$ cat src/rtl/maxpool2_stream_pkg.sv
// Shared float32 field layout and sizing helpers for the max-pooling stage.
package maxpool2_stream_pkg;

    localparam int F32_W    = 32;
    localparam int SIGN_BIT = 31;
    localparam int EXP_MSB  = 30;
    localparam int EXP_LSB  = 23;
    localparam int MANT_MSB = 22;
    localparam int MANT_LSB = 0;

    // Counter width for a range of n values; never narrower than one bit.
    function automatic int cnt_w(input int n);
        return (n > 1) ? $clog2(n) : 1;
    endfunction

endpackage

$ cat src/rtl/maxpool2_stream_if.sv
// Pixel stream in, pooled stream out, plus stage enable and restart control.
interface maxpool2_stream_if #(
    parameter int DATA_WIDTH = 32
);
    logic                  pool_enable;
    logic                  start;
    logic [DATA_WIDTH-1:0] data_in;
    logic                  data_in_valid;
    logic [DATA_WIDTH-1:0] data_out;
    logic                  data_out_valid;
    logic                  frame_done;
    logic                  layer_done;

    modport master (
        output pool_enable, start, data_in, data_in_valid,
        input  data_out, data_out_valid, frame_done, layer_done
    );

    modport slave (
        input  pool_enable, start, data_in, data_in_valid,
        output data_out, data_out_valid, frame_done, layer_done
    );
endinterface

$ cat src/rtl/maxpool2_stream_float_max.sv
// Combinational float32 max under a total order of bit patterns; equal keys return a.
// Negative values map to ~bits and positive to sign-flipped bits, so +0 beats -0.
module float_max
    import maxpool2_stream_pkg::*;
(
    input  logic [F32_W-1:0] i_a,
    input  logic [F32_W-1:0] i_b,
    output logic [F32_W-1:0] o_max
);
    logic [F32_W-1:0] w_key_a;
    logic [F32_W-1:0] w_key_b;

    always_comb begin
        w_key_a = i_a[SIGN_BIT] ? ~i_a
                                : {~i_a[SIGN_BIT], i_a[EXP_MSB:EXP_LSB], i_a[MANT_MSB:MANT_LSB]};
        w_key_b = i_b[SIGN_BIT] ? ~i_b
                                : {~i_b[SIGN_BIT], i_b[EXP_MSB:EXP_LSB], i_b[MANT_MSB:MANT_LSB]};
        o_max   = (w_key_b > w_key_a) ? i_b : i_a;
    end
endmodule

$ cat src/rtl/maxpool2_stream.sv
// Streaming 2x2/stride-2 float32 max pool; output strobe 1 cycle after the odd-row/odd-col pixel.
// No backpressure: pixels are taken whenever enabled and valid, with arbitrary gaps.
module maxpool2_stream
    import maxpool2_stream_pkg::*;
#(
    parameter int DATA_WIDTH = 32,
    parameter int IFM_SIZE   = 28,
    parameter int IFM_DEPTH  = 6
) (
    input logic              clk,
    input logic              reset,
    maxpool2_stream_if.slave s
);
    localparam int OFM_SIZE = IFM_SIZE / 2;
    localparam int COL_W    = cnt_w(IFM_SIZE);
    localparam int CH_W     = cnt_w(IFM_DEPTH);
    localparam int IDX_W    = cnt_w(OFM_SIZE);

    localparam logic [COL_W-1:0] COL_LAST  = COL_W'(IFM_SIZE - 1);
    localparam logic [COL_W-1:0] POOL_LAST = COL_W'(2 * OFM_SIZE - 1);
    localparam logic [CH_W-1:0]  CH_LAST   = CH_W'(IFM_DEPTH - 1);

    logic [COL_W-1:0]      r_col;
    logic [COL_W-1:0]      r_row;
    logic [CH_W-1:0]       r_chan;
    logic [DATA_WIDTH-1:0] r_pair;
    logic [DATA_WIDTH-1:0] r_linebuf [OFM_SIZE];
    logic [DATA_WIDTH-1:0] r_data_out;
    logic                  r_data_out_valid;
    logic                  r_frame_done;
    logic                  r_layer_done;

    logic                  w_accept;
    logic                  w_pool;
    logic                  w_emit;
    logic                  w_write;
    logic                  w_frame_last;
    logic [IDX_W-1:0]      w_idx;
    logic [DATA_WIDTH-1:0] w_pair_max;
    logic [DATA_WIDTH-1:0] w_win_max;

    // A restart drops any pixel presented in the same cycle.
    assign w_accept     = s.pool_enable && s.data_in_valid && !s.start;
    // Trailing column/row of an odd-sized map never forms a full window.
    assign w_pool       = r_col[0] && (r_col <= POOL_LAST) && (r_row <= POOL_LAST);
    assign w_emit       = w_accept && w_pool && r_row[0];
    assign w_write      = w_accept && w_pool && !r_row[0];
    assign w_frame_last = (r_row == POOL_LAST) && (r_col == POOL_LAST);
    assign w_idx        = IDX_W'(r_col >> 1);

    float_max u_pair_max (
        .i_a   (r_pair),
        .i_b   (s.data_in),
        .o_max (w_pair_max)
    );

    float_max u_row_max (
        .i_a   (r_linebuf[w_idx]),
        .i_b   (w_pair_max),
        .o_max (w_win_max)
    );

    always_ff @(posedge clk or negedge reset) begin
        if (!reset) begin
            r_col            <= '0;
            r_row            <= '0;
            r_chan           <= '0;
            r_pair           <= '0;
            r_data_out       <= '0;
            r_data_out_valid <= 1'b0;
            r_frame_done     <= 1'b0;
            r_layer_done     <= 1'b0;
        end else begin
            r_data_out_valid <= 1'b0;
            r_frame_done     <= 1'b0;
            r_layer_done     <= 1'b0;
            if (s.start) begin
                r_col  <= '0;
                r_row  <= '0;
                r_chan <= '0;
            end else if (w_accept) begin
                if (r_col == COL_LAST) begin
                    r_col <= '0;
                    if (r_row == COL_LAST) begin
                        r_row  <= '0;
                        r_chan <= (r_chan == CH_LAST) ? '0 : r_chan + CH_W'(1);
                    end else begin
                        r_row <= r_row + COL_W'(1);
                    end
                end else begin
                    r_col <= r_col + COL_W'(1);
                end
                if (!r_col[0]) begin
                    r_pair <= s.data_in;
                end
                if (w_emit) begin
                    r_data_out       <= w_win_max;
                    r_data_out_valid <= 1'b1;
                    r_frame_done     <= w_frame_last;
                    r_layer_done     <= w_frame_last && (r_chan == CH_LAST);
                end
            end
        end
    end

    // Line buffer holds the even-row pair maxima; contents need no reset.
    always_ff @(posedge clk) begin
        if (w_write) begin
            r_linebuf[w_idx] <= w_pair_max;
        end
    end

    assign s.data_out       = r_data_out;
    assign s.data_out_valid = r_data_out_valid;
    assign s.frame_done     = r_frame_done;
    assign s.layer_done     = r_layer_done;
endmodule

$ cat src/flat_wrapper.sv
// flat-port wrapper written by rule: the top's interface ports become plain ports
module maxpool2_stream_flat import maxpool2_stream_pkg::*;
#(
    parameter int DATA_WIDTH = 32,
    parameter int IFM_SIZE   = 28,
    parameter int IFM_DEPTH  = 6
)
  (clk, reset, s_pool_enable, s_start, s_data_in, s_data_in_valid, s_data_out, s_data_out_valid, s_frame_done, s_layer_done);
  maxpool2_stream_if #(.DATA_WIDTH(DATA_WIDTH)) s_i ();
  input logic clk;
  input logic reset;
  input wire logic [$bits(s_i.pool_enable)-1:0] s_pool_enable;
  input wire logic [$bits(s_i.start)-1:0] s_start;
  input wire logic [$bits(s_i.data_in)-1:0] s_data_in;
  input wire logic [$bits(s_i.data_in_valid)-1:0] s_data_in_valid;
  output wire logic [$bits(s_i.data_out)-1:0] s_data_out;
  output wire logic [$bits(s_i.data_out_valid)-1:0] s_data_out_valid;
  output wire logic [$bits(s_i.frame_done)-1:0] s_frame_done;
  output wire logic [$bits(s_i.layer_done)-1:0] s_layer_done;
  assign s_i.pool_enable = s_pool_enable;
  assign s_i.start = s_start;
  assign s_i.data_in = s_data_in;
  assign s_i.data_in_valid = s_data_in_valid;
  assign s_data_out = s_i.data_out;
  assign s_data_out_valid = s_i.data_out_valid;
  assign s_frame_done = s_i.frame_done;
  assign s_layer_done = s_i.layer_done;
  maxpool2_stream #(.DATA_WIDTH(DATA_WIDTH), .IFM_SIZE(IFM_SIZE), .IFM_DEPTH(IFM_DEPTH)) u_core (.clk(clk), .reset(reset), .s(s_i));
endmodule
$ cat config.mk
export PLATFORM = sky130hd
export DESIGN_NAME = maxpool2_stream_flat
export DESIGN_NICKNAME = d
export VERILOG_FILES = /design/src/rtl/maxpool2_stream_pkg.sv /design/src/rtl/maxpool2_stream_if.sv /design/src/rtl/maxpool2_stream_float_max.sv /design/src/rtl/maxpool2_stream.sv /design/src/flat_wrapper.sv
export SDC_FILE = /design/constraint.sdc
export NUM_CORES = 1
export LEC_CHECK = 0
export CAP_MARGIN = 10
export CORE_MARGIN = 3
export CORE_UTILIZATION = 50
export CTS_BUF_LIST = sky130_fd_sc_hd__clkbuf_8 sky130_fd_sc_hd__clkbuf_16
export DETAILED_ROUTE_END_ITERATION = 6
export PLACE_DENSITY = 0.67
export SLEW_MARGIN = 20
export SYNTH_ARGS = -nofsm -noshare
export SYNTH_HDL_FRONTEND = slang
export SYNTH_SLANG_ARGS = --single-unit
$ cat constraint.sdc
create_clock -name clk -period 11.47 [get_ports clk]
set_clock_uncertainty 0.2 [all_clocks]
set_input_delay 3.441 -clock clk [delete_from_list [all_inputs] [get_ports clk]]
set_output_delay 3.441 -clock clk [all_outputs]
set_load 0.02 [all_outputs]
==> flow_metrics.env, run 1 <==
export IMPL_design_die_area_um2=49800
export IMPL_net_switching_fraction_of_the_power_pct=26.9
export IMPL_tritoncts_num_buffers=52
export IMPL_internal_power_uw=3550
export IMPL_die_h_um=223
export IMPL_final_hold_violation_count=0
export IMPL_detail_route_wirelength_um=51500
export IMPL_fraction_of_final_layout_cells_sized_beyond_drive_strength_1_pct=16.6
export IMPL_cts_repair_timing_setup_buffer_count=0
export IMPL_initial_antenna_violation_count=1
export IMPL_powerDensity_nw_per_um2=182
export IMPL_port_buffer_count=71
export IMPL_netlist_cell_type_count=52
export IMPL_synth_area_top_cells="edfxtp_1 (57%), mux4_2 (9.2%), dfrtp_1 (8.5%)"
export IMPL_fraction_of_power_consumed_by_combinational_cells_pct=18.0
export IMPL_power_ir_vdd_worst_uv=124
export IMPL_static_leakage_power_uw=0.00915
export IMPL_die_x_um=223
export IMPL_synthArstFlopShare_pct=15.2
export IMPL_worst_setup_hold_path_clk_slew_ps=60
export IMPL_slew_headroom_pct=34.5
export IMPL_dpl_hpwl_um=30800
export IMPL_share_of_the_clock_period_used_by_the_worst_path_pct=88.0
export IMPL_power_switching_uw=1310
export IMPL_total_power_uw=4850
export IMPL_clockRootBuffer="clkbuf_16"
export IMPL_synth_edf_count=448
export IMPL_post_synth_most_frequent_cells="edfxtp_1 (448), a21oi_1 (99), mux2i_1 (96), mux4_2 (96), nor2_1 (90)"
export IMPL_synth_net_count=1577
export IMPL_top_level_ports=72
export IMPL_area_growth_syn_to_layout_pct=13.1
export IMPL_globalRoute_totalOverflow=0
export IMPL_worstSkewPairLatency_ps=590
export IMPL_clock_sinks=528
export IMPL_setup_tns_final_ps=0
export IMPL_min_path_type="register to register"
export IMPL_synth_seq_area_share_pct=65.6
export IMPL_dr_wl_met3_um=3240
export IMPL_post_synth_top_area_fraction_pct=57.1
export IMPL_required_time_of_the_critical_path_ps=11670
export IMPL_syn_area_per_cell_um2=16.0
export IMPL_yosys_warning_count=0
export IMPL_worst_path_max_fanout=33
export IMPL_grt_total_usage_pct=20.8
export IMPL_detailedRoute_firstIterationViolations=1112
export IMPL_post_detailed_route_count_of_antenna_violating_nets=0
export IMPL_wl_per_cell_um=23.5
export IMPL_final_setup_violation_count=0
export IMPL_yosys_most_used_dff="edfxtp_1"
export IMPL_detail_route_drc_violations=0
export IMPL_net_count_final=1649
export IMPL_worst_pin_slew_ps=979
export IMPL_critical_path_startpoint_type="input pin"
export IMPL_ctsHtreeMaxLevel=2
export IMPL_ys_ff_latch=528
export IMPL_clock_tree_from_tritoncts="done"
export IMPL_grt_pass1_wl_um=78800
export IMPL_most_common_cell_in_the_synthesized_netlist="edfxtp_1"
export IMPL_worst_ep_arrival_time_ps=10300
export IMPL_rows=78
export IMPL_initial_core_util_pct=51.2
export IMPL_timing_worst_setup_path_type="input pin to register"
export IMPL_status="finished, final reports clean"
export IMPL_seq_power_share_pct=47.9
export IMPL_yosys_area_top_type="edfxtp_1"
export IMPL_timing_final_crit_period_ps=10100
export IMPL_met2_wirelength_um=23600
export IMPL_topRoutingLayerUsed="met5"
export IMPL_vias_per_cell=5.90
export IMPL_syn_inst=1474
export IMPL_antennaDiodeCount=0
export IMPL_rsz_0062_raised_after_global_routing="no"
export IMPL_routability_congestion_estimate_from_global_placement=0.853
export IMPL_grt_start_max_net_pins=68
export IMPL_cts_max_path_buffers=3
export IMPL_maxCapViolations=0
export IMPL_cts_hold_buffers=0
export IMPL_vias=12909
export IMPL_worst_setup_path_end_kind="register"
export IMPL_m1WireLength_um=23500
export IMPL_max_clock_freq_mhz=99.1
export IMPL_synth_cell_area_um2=23600
export IMPL_detail_route_first_pass_iterations=6
export IMPL_design_core_area_um2=46000
export IMPL_slew_viol_final=0
export IMPL_clkPwrFrac_pct=34.1
export IMPL_first_global_vias=12751
export IMPL_cts_resized=0
state kept, by name (all words and copies together), names as in the netlist, 3 cells and up:
signal             count
u_core.r_pair         32
u_core.r_row           5
u_core.r_col           5
u_core.s.data_out     32
u_core.r_chan          3
u_core.r_linebuf     448
power by group through the flow:
stage	logic [uW]	clock network, uW	registers [uW]
after floorplan	628	0	2340
after global placement	833	0	2360
after detailed placement	866	0	2370
after CTS	871	1700	2330
after global routing	977	1760	2330
final	873	1660	2330
routing by layer:
metal	GRT usage (%)	vias up
li1	-	5822
met1	31.2	6626
met2	31.7	385
met3	3.45	74
met4	5.84	2
met5	0	-
worst max-delay path: stages:
cell and delay (ps):
buf_2 640, xor2_1 150, ha_1 360, nand4_1 190, or4_1 640, nor2_1 200, o22ai_1 140, nor2_4 390
mux2i_4 740, buf_4 440, xor2_1 120, ha_1 360, nand4_1 160, nor3_1 460, and3_1 260, a2bb2oi_1 200
o21ai_2 70, buf_4 250, nand2_1 770, o21ai_0 260
layout by cell type (no fill, tap or decap), drive strengths merged, types with 2 or more instances in the layout:
master	netlist	layout
nor3	11	11
buf	33	31
nor2b	3	3
a21oi	100	100
nand2b	5	5
nor2	91	91
a221oi	4	4
a21o	6	6
inv	40	55
nand2	55	55
clkinv	0	17
mux2i	97	97
and4	3	3
o31a	32	32
nand4	14	14
xor2	62	62
mux4	96	96
clkdlybuf4s50	0	69
a2111o	2	2
o211ai	3	3
o21ai	43	43
nor4	3	3
mux2	32	32
edfxtp	448	448
nor3b	3	3
clkinvlp	0	4
ha	66	66
bufinv	0	5
nand4b	2	2
or3	2	2
dfrtp	80	80
xnor2	63	63
nand3	10	10
clkbuf	49	54
cell families (layout without fill, tap and decap cells):
logic type                 Yosys count  in the layout  share of synthesized area, %
DFF                                528            528                          65.6
muxes                              225            225                          14.9
and+or+nand+nor                    209            209                          4.05
AOI/OAI and AO/OA                  199            199                          5.12
xor gates and xnor gates           125            125                          4.65
buffers and inverters              122            235                          2.19
adders and majority gates           66             66                          3.51
worst paths after layout:
path / slack, ps / start / endpoint / cells past startpoint
setup / recovery: 1370 / s_data_in[31] / u_core.s.data_out[24] / 20
hold / removal: 300 / u_core.r_chan[1] / u_core.s.layer_done / 1
setup reg to reg: 3860 / u_core.r_pair[31] / u_core.s.data_out[24] / 19
hold reg to reg: 300 / u_core.r_chan[1] / u_core.s.layer_done / 1
max in group asynchronous: 7400 / reset / u_core.r_pair[31] / 2
min in group asynchronous: 2510 / reset / u_core.r_row[4] / 1
per-stage QoR:
step	hold WS (ps)	setup slack, ps	cell area, um2	std cells	util, %
finish	295	1370	26700	2187	58.0
global route	322	1040	26700	2187	58.0
CTS	297	1490	26700	2187	58.0
detailed placement	275	911	25000	2092	54.4
global placement	279	1180	25000	2092	54.4
floorplan	246	2970	23600	1474	-
final cells by class:
type | count | area, um2
clock buffers | 54 | 1340
clock inverters | 41 | 325
fillers | 3526 | 19300
inverters | 40 | 150
multi-input cells | 824 | 7700
flip-flops and latches | 528 | 15500
well taps | 600 | 751
repair buffers | 100 | 921
Note: power is estimated with default switching activity, not from simulation.
==> run 2, diff against run 1 <==
ABC_AREA = 1   (was default)
==> run 2 against run 1 <==
Final area is 0.63% higher. Wire length is 19% higher. Final cell count is 27% higher. Count of clock-buffer cells in the layout is 3 lower. Sequential share of layout area is 0.41 points lower. Via count is 25% higher. Area after synthesis is 2.1% higher. Non-clock buffer count is 1 higher. Utilization is 0.98 points lower. Flip-flop and latch count stayed put. Register-to-register slack better by 1100 ps. Clock power is 2% lower.
==> flow_metrics.env, run 2 <==
export IMPL_status="finished, final reports clean"
export IMPL_synthArstFlopShare_pct=15.2
export IMPL_post_synth_top_area_fraction_pct=55.9
export IMPL_seqCellArea_um2=15500
export IMPL_grt_total_usage_pct=24.1
export IMPL_detail_route_first_pass_iterations=5
export IMPL_max_ffs_per_register=448
export IMPL_m1WireLength_um=26000
export IMPL_timing_final_crit_period_ps=9040
export IMPL_layout_cells_non_filler=2767
export IMPL_worstSkewPairLatency_ps=590
export IMPL_placed_cells=2673
export IMPL_clock_sinks=528
export IMPL_worst_path_max_fanout=50
export IMPL_ctsHtreeMaxLevel=2
export IMPL_synth_edf_count=448
export IMPL_clockRootBuffer="clkbuf_16"
export IMPL_routability_congestion_estimate_from_global_placement=0.877
export IMPL_vias_per_cell=5.83
export IMPL_cts_resized=0
export IMPL_combinational_family_with_the_most_area_after_synthesis="simple AND/OR/NAND/NOR gates"
export IMPL_layout_commonest_cell="nand2_1"
export IMPL_slew_viol_final=0
export IMPL_r2r_slack_ps=4970
export IMPL_critPathMaxStageDelay_ps=700
export IMPL_worst_ep_arrival_time_ps=9310
export IMPL_required_time_of_the_critical_path_ps=11740
export IMPL_worst_hold_startpoint="u_core.s.data_out[24]"
export IMPL_yosys_most_used_dff="edfxtp_1"
export IMPL_fraction_of_final_layout_cells_sized_beyond_drive_strength_1_pct=8.61
export IMPL_post_dp_cell_area_um2=25200
export IMPL_die_h_um=225
export IMPL_top_level_ports=72
export IMPL_syn_area_per_cell_um2=11.6
export IMPL_synth_area_mux_share_pct=0.702
export IMPL_topRoutingLayerUsed="met4"
export IMPL_design_die_area_um2=50800
export IMPL_synth_cell_area_um2=24100
export IMPL_final_cell_area_um2=26800
export IMPL_rows=79
export IMPL_worstReg2RegEnd="u_core.s.data_out[15]"
export IMPL_setup_tns_final_ps=0
export IMPL_grt_pass1_wl_um=93800
export IMPL_port_buffer_count=71
export IMPL_clock_tree_from_tritoncts="done"
export IMPL_min_path_type="register to register"
export IMPL_multi_input_area_um2=7790
export IMPL_fillers=3821
export IMPL_grt_start_max_net_pins=74
export IMPL_cts_max_path_buffers=3
export IMPL_synth_simple_area_share_pct=14.5
export IMPL_design_core_area_um2=47100
export IMPL_largest_register="u_core.r_linebuf"
export IMPL_maxCapViolations=0
export IMPL_cts_hold_buffers=0
export IMPL_critical_path_most_common_cell="nand2_1"
export IMPL_dpl_hpwl_um=35900
export IMPL_critical_path_startpoint_type="input pin"
export IMPL_net_count_final=2222
export IMPL_met2_wirelength_um=28200
export IMPL_tritoncts_num_buffers=51
export IMPL_initial_core_util_pct=51.1
export IMPL_detailedRoute_firstIterationViolations=1551
export IMPL_first_global_vias=16099
export IMPL_synth_compound_area_share_pct=9.81
export IMPL_rsz_0062_raised_after_global_routing="no"
export IMPL_dr_wl_met3_um=4950
export IMPL_crit_path_top_delay_cell="buf_2"
export IMPL_detail_route_wirelength_um=61200
export IMPL_max_clock_freq_mhz=111
export IMPL_min_to="u_core.s.data_out[24]"
export IMPL_globalRoute_totalOverflow=0
export IMPL_antennaDiodeCount=0
export IMPL_ys_ff_latch=528
export IMPL_worst_setup_hold_path_clk_slew_ps=60
export IMPL_yosys_warning_count=0
export IMPL_post_synthesis_share_of_cell_area_spent_on_xor_and_xnor_gates_pct=3.42
export IMPL_cts_repair_timing_setup_buffer_count=0
export IMPL_worst_pin_slew_ps=997
export IMPL_timing_final_ws_setup_ps=2430
export IMPL_worst_setup_path_end_kind="register"
export IMPL_post_detailed_route_count_of_antenna_violating_nets=0
export IMPL_wl_per_cell_um=22.1
export IMPL_most_common_layout_cells="nand2_1 (565), edfxtp_1 (448), a22oi_1 (193), nand3_1 (101), nor2_1 (85)"
export IMPL_yosys_area_top_type="edfxtp_1"
export IMPL_detail_route_drc_violations=0
export IMPL_area_growth_syn_to_layout_pct=11.5
export IMPL_syn_inst=2075
export IMPL_timing_worst_setup_path_type="input pin to register"
export IMPL_final_setup_violation_count=0
export IMPL_synth_adder_area_share_pct=3.43
export IMPL_ff2ff_path_depth=26
export IMPL_post_synth_most_frequent_cells="nand2_1 (566), edfxtp_1 (448), a22oi_1 (193), nor2_1 (102), nand3_1 (101)"
export IMPL_netlist_cell_type_count=42
export IMPL_timing_hold_worst_path_depth=2
export IMPL_synth_area_top_cells="edfxtp_1 (56%), nand2_1 (8.8%), dfrtp_1 (8.3%)"
export IMPL_die_x_um=225
export IMPL_initial_antenna_violation_count=0
export IMPL_powerDensity_nw_per_um2=257
export IMPL_synth_seq_area_share_pct=64.2
export IMPL_slew_headroom_pct=33.5
export IMPL_power_ir_vdd_worst_uv=249
export IMPL_pre_cts_ws_ps=1530
export IMPL_rr_startpoint="u_core.r_pair[31]"
export IMPL_final_hold_violation_count=0
export IMPL_static_leakage_power_uw=0.0103
export IMPL_synth_net_count=2178
export IMPL_most_common_cell_in_the_synthesized_netlist="nand2_1"
export IMPL_vias=16136
export IMPL_share_of_the_clock_period_used_by_the_worst_path_pct=78.8
## run 2: cell types whose count changed in the layout (fill, tap and decap cells not counted), sizes merged, moves of 17 or more
cell,before,now
nand2,55,585
a22oi,0,193
mux2i,97,0
mux4,96,0
nand3,10,102
inv,55,89
o31a,32,0
o21ai,43,73
xor2,62,33
a21oi,100,78
nor2,91,111
mux2,32,15
## run 2: metrics by stage
stage	hold slack, ps	total power [uW]	util, %
after floorplan	276	4610	-
after global placement	268	5220	53.6
after detailed placement	269	5290	53.6
after CTS	286	6900	57.0
after global routing	314	7340	57.0
final	281	6900	57.0
## run 2: cell type report
cell class / instances / share of cell area, %
Multi-Input combinational cell: 1362 / 29.0
Tap cell: 607 / 2.83
Clock buffer: 51 / 4.76
Sequential cell: 528 / 57.6
Clock inverter: 43 / 1.22
Timing Repair Buffer: 101 / 3.46
Inverter: 75 / 1.07
## run 2: worst max-delay path by stage
stage / start / slack [ps] / end / cells past startpoint
floorplan: s_data_in[31] / 3970 / u_core.s.data_out[1] / 32
global placement: s_data_in[31] / 1680 / u_core.s.data_out[22] / 32
detailed placement: s_data_in[31] / 1530 / u_core.s.data_out[26] / 32
CTS: s_data_in[31] / 2110 / u_core.s.data_out[15] / 32
global route: s_data_in[31] / 1830 / u_core.s.data_out[14] / 27
finish: s_data_in[31] / 2430 / u_core.s.data_out[15] / 27
## run 2: cell families after synthesis
family,Yosys count
adder cells (fa/ha/maj),66
buffers and inverters,185
multiplexers,15
AO/OA/AOI/OAI,364
XOR/XNOR,94
flip-flops,528
AND/OR/NAND/NOR,823
## run 2: layer usage
layer  GRT usage [%]  vias to the layer above
met1            34.1                     7874
met3            3.86                      136
met4            8.28                        0
li1                -                     7463
met5               0                        -
met2            38.4                      663
## run 2: worst max-delay path: cells and delay by family
kind                     cells  cell delay [ps]
XOR/XNOR                     1              160
adder cells (fa/ha/maj)      2              660
buffers and inverters        3             1320
AND/OR/NAND/NOR             21             3680
## run 2: power by group
part | internal (uW) | switching, uW | leakage [uW]
clock network | 903 | 716 | 0.000840
logic | 748 | 1780 | 0.00432
registers | 2650 | 107 | 0.00510
total | 4300 | 2600 | 0.0103
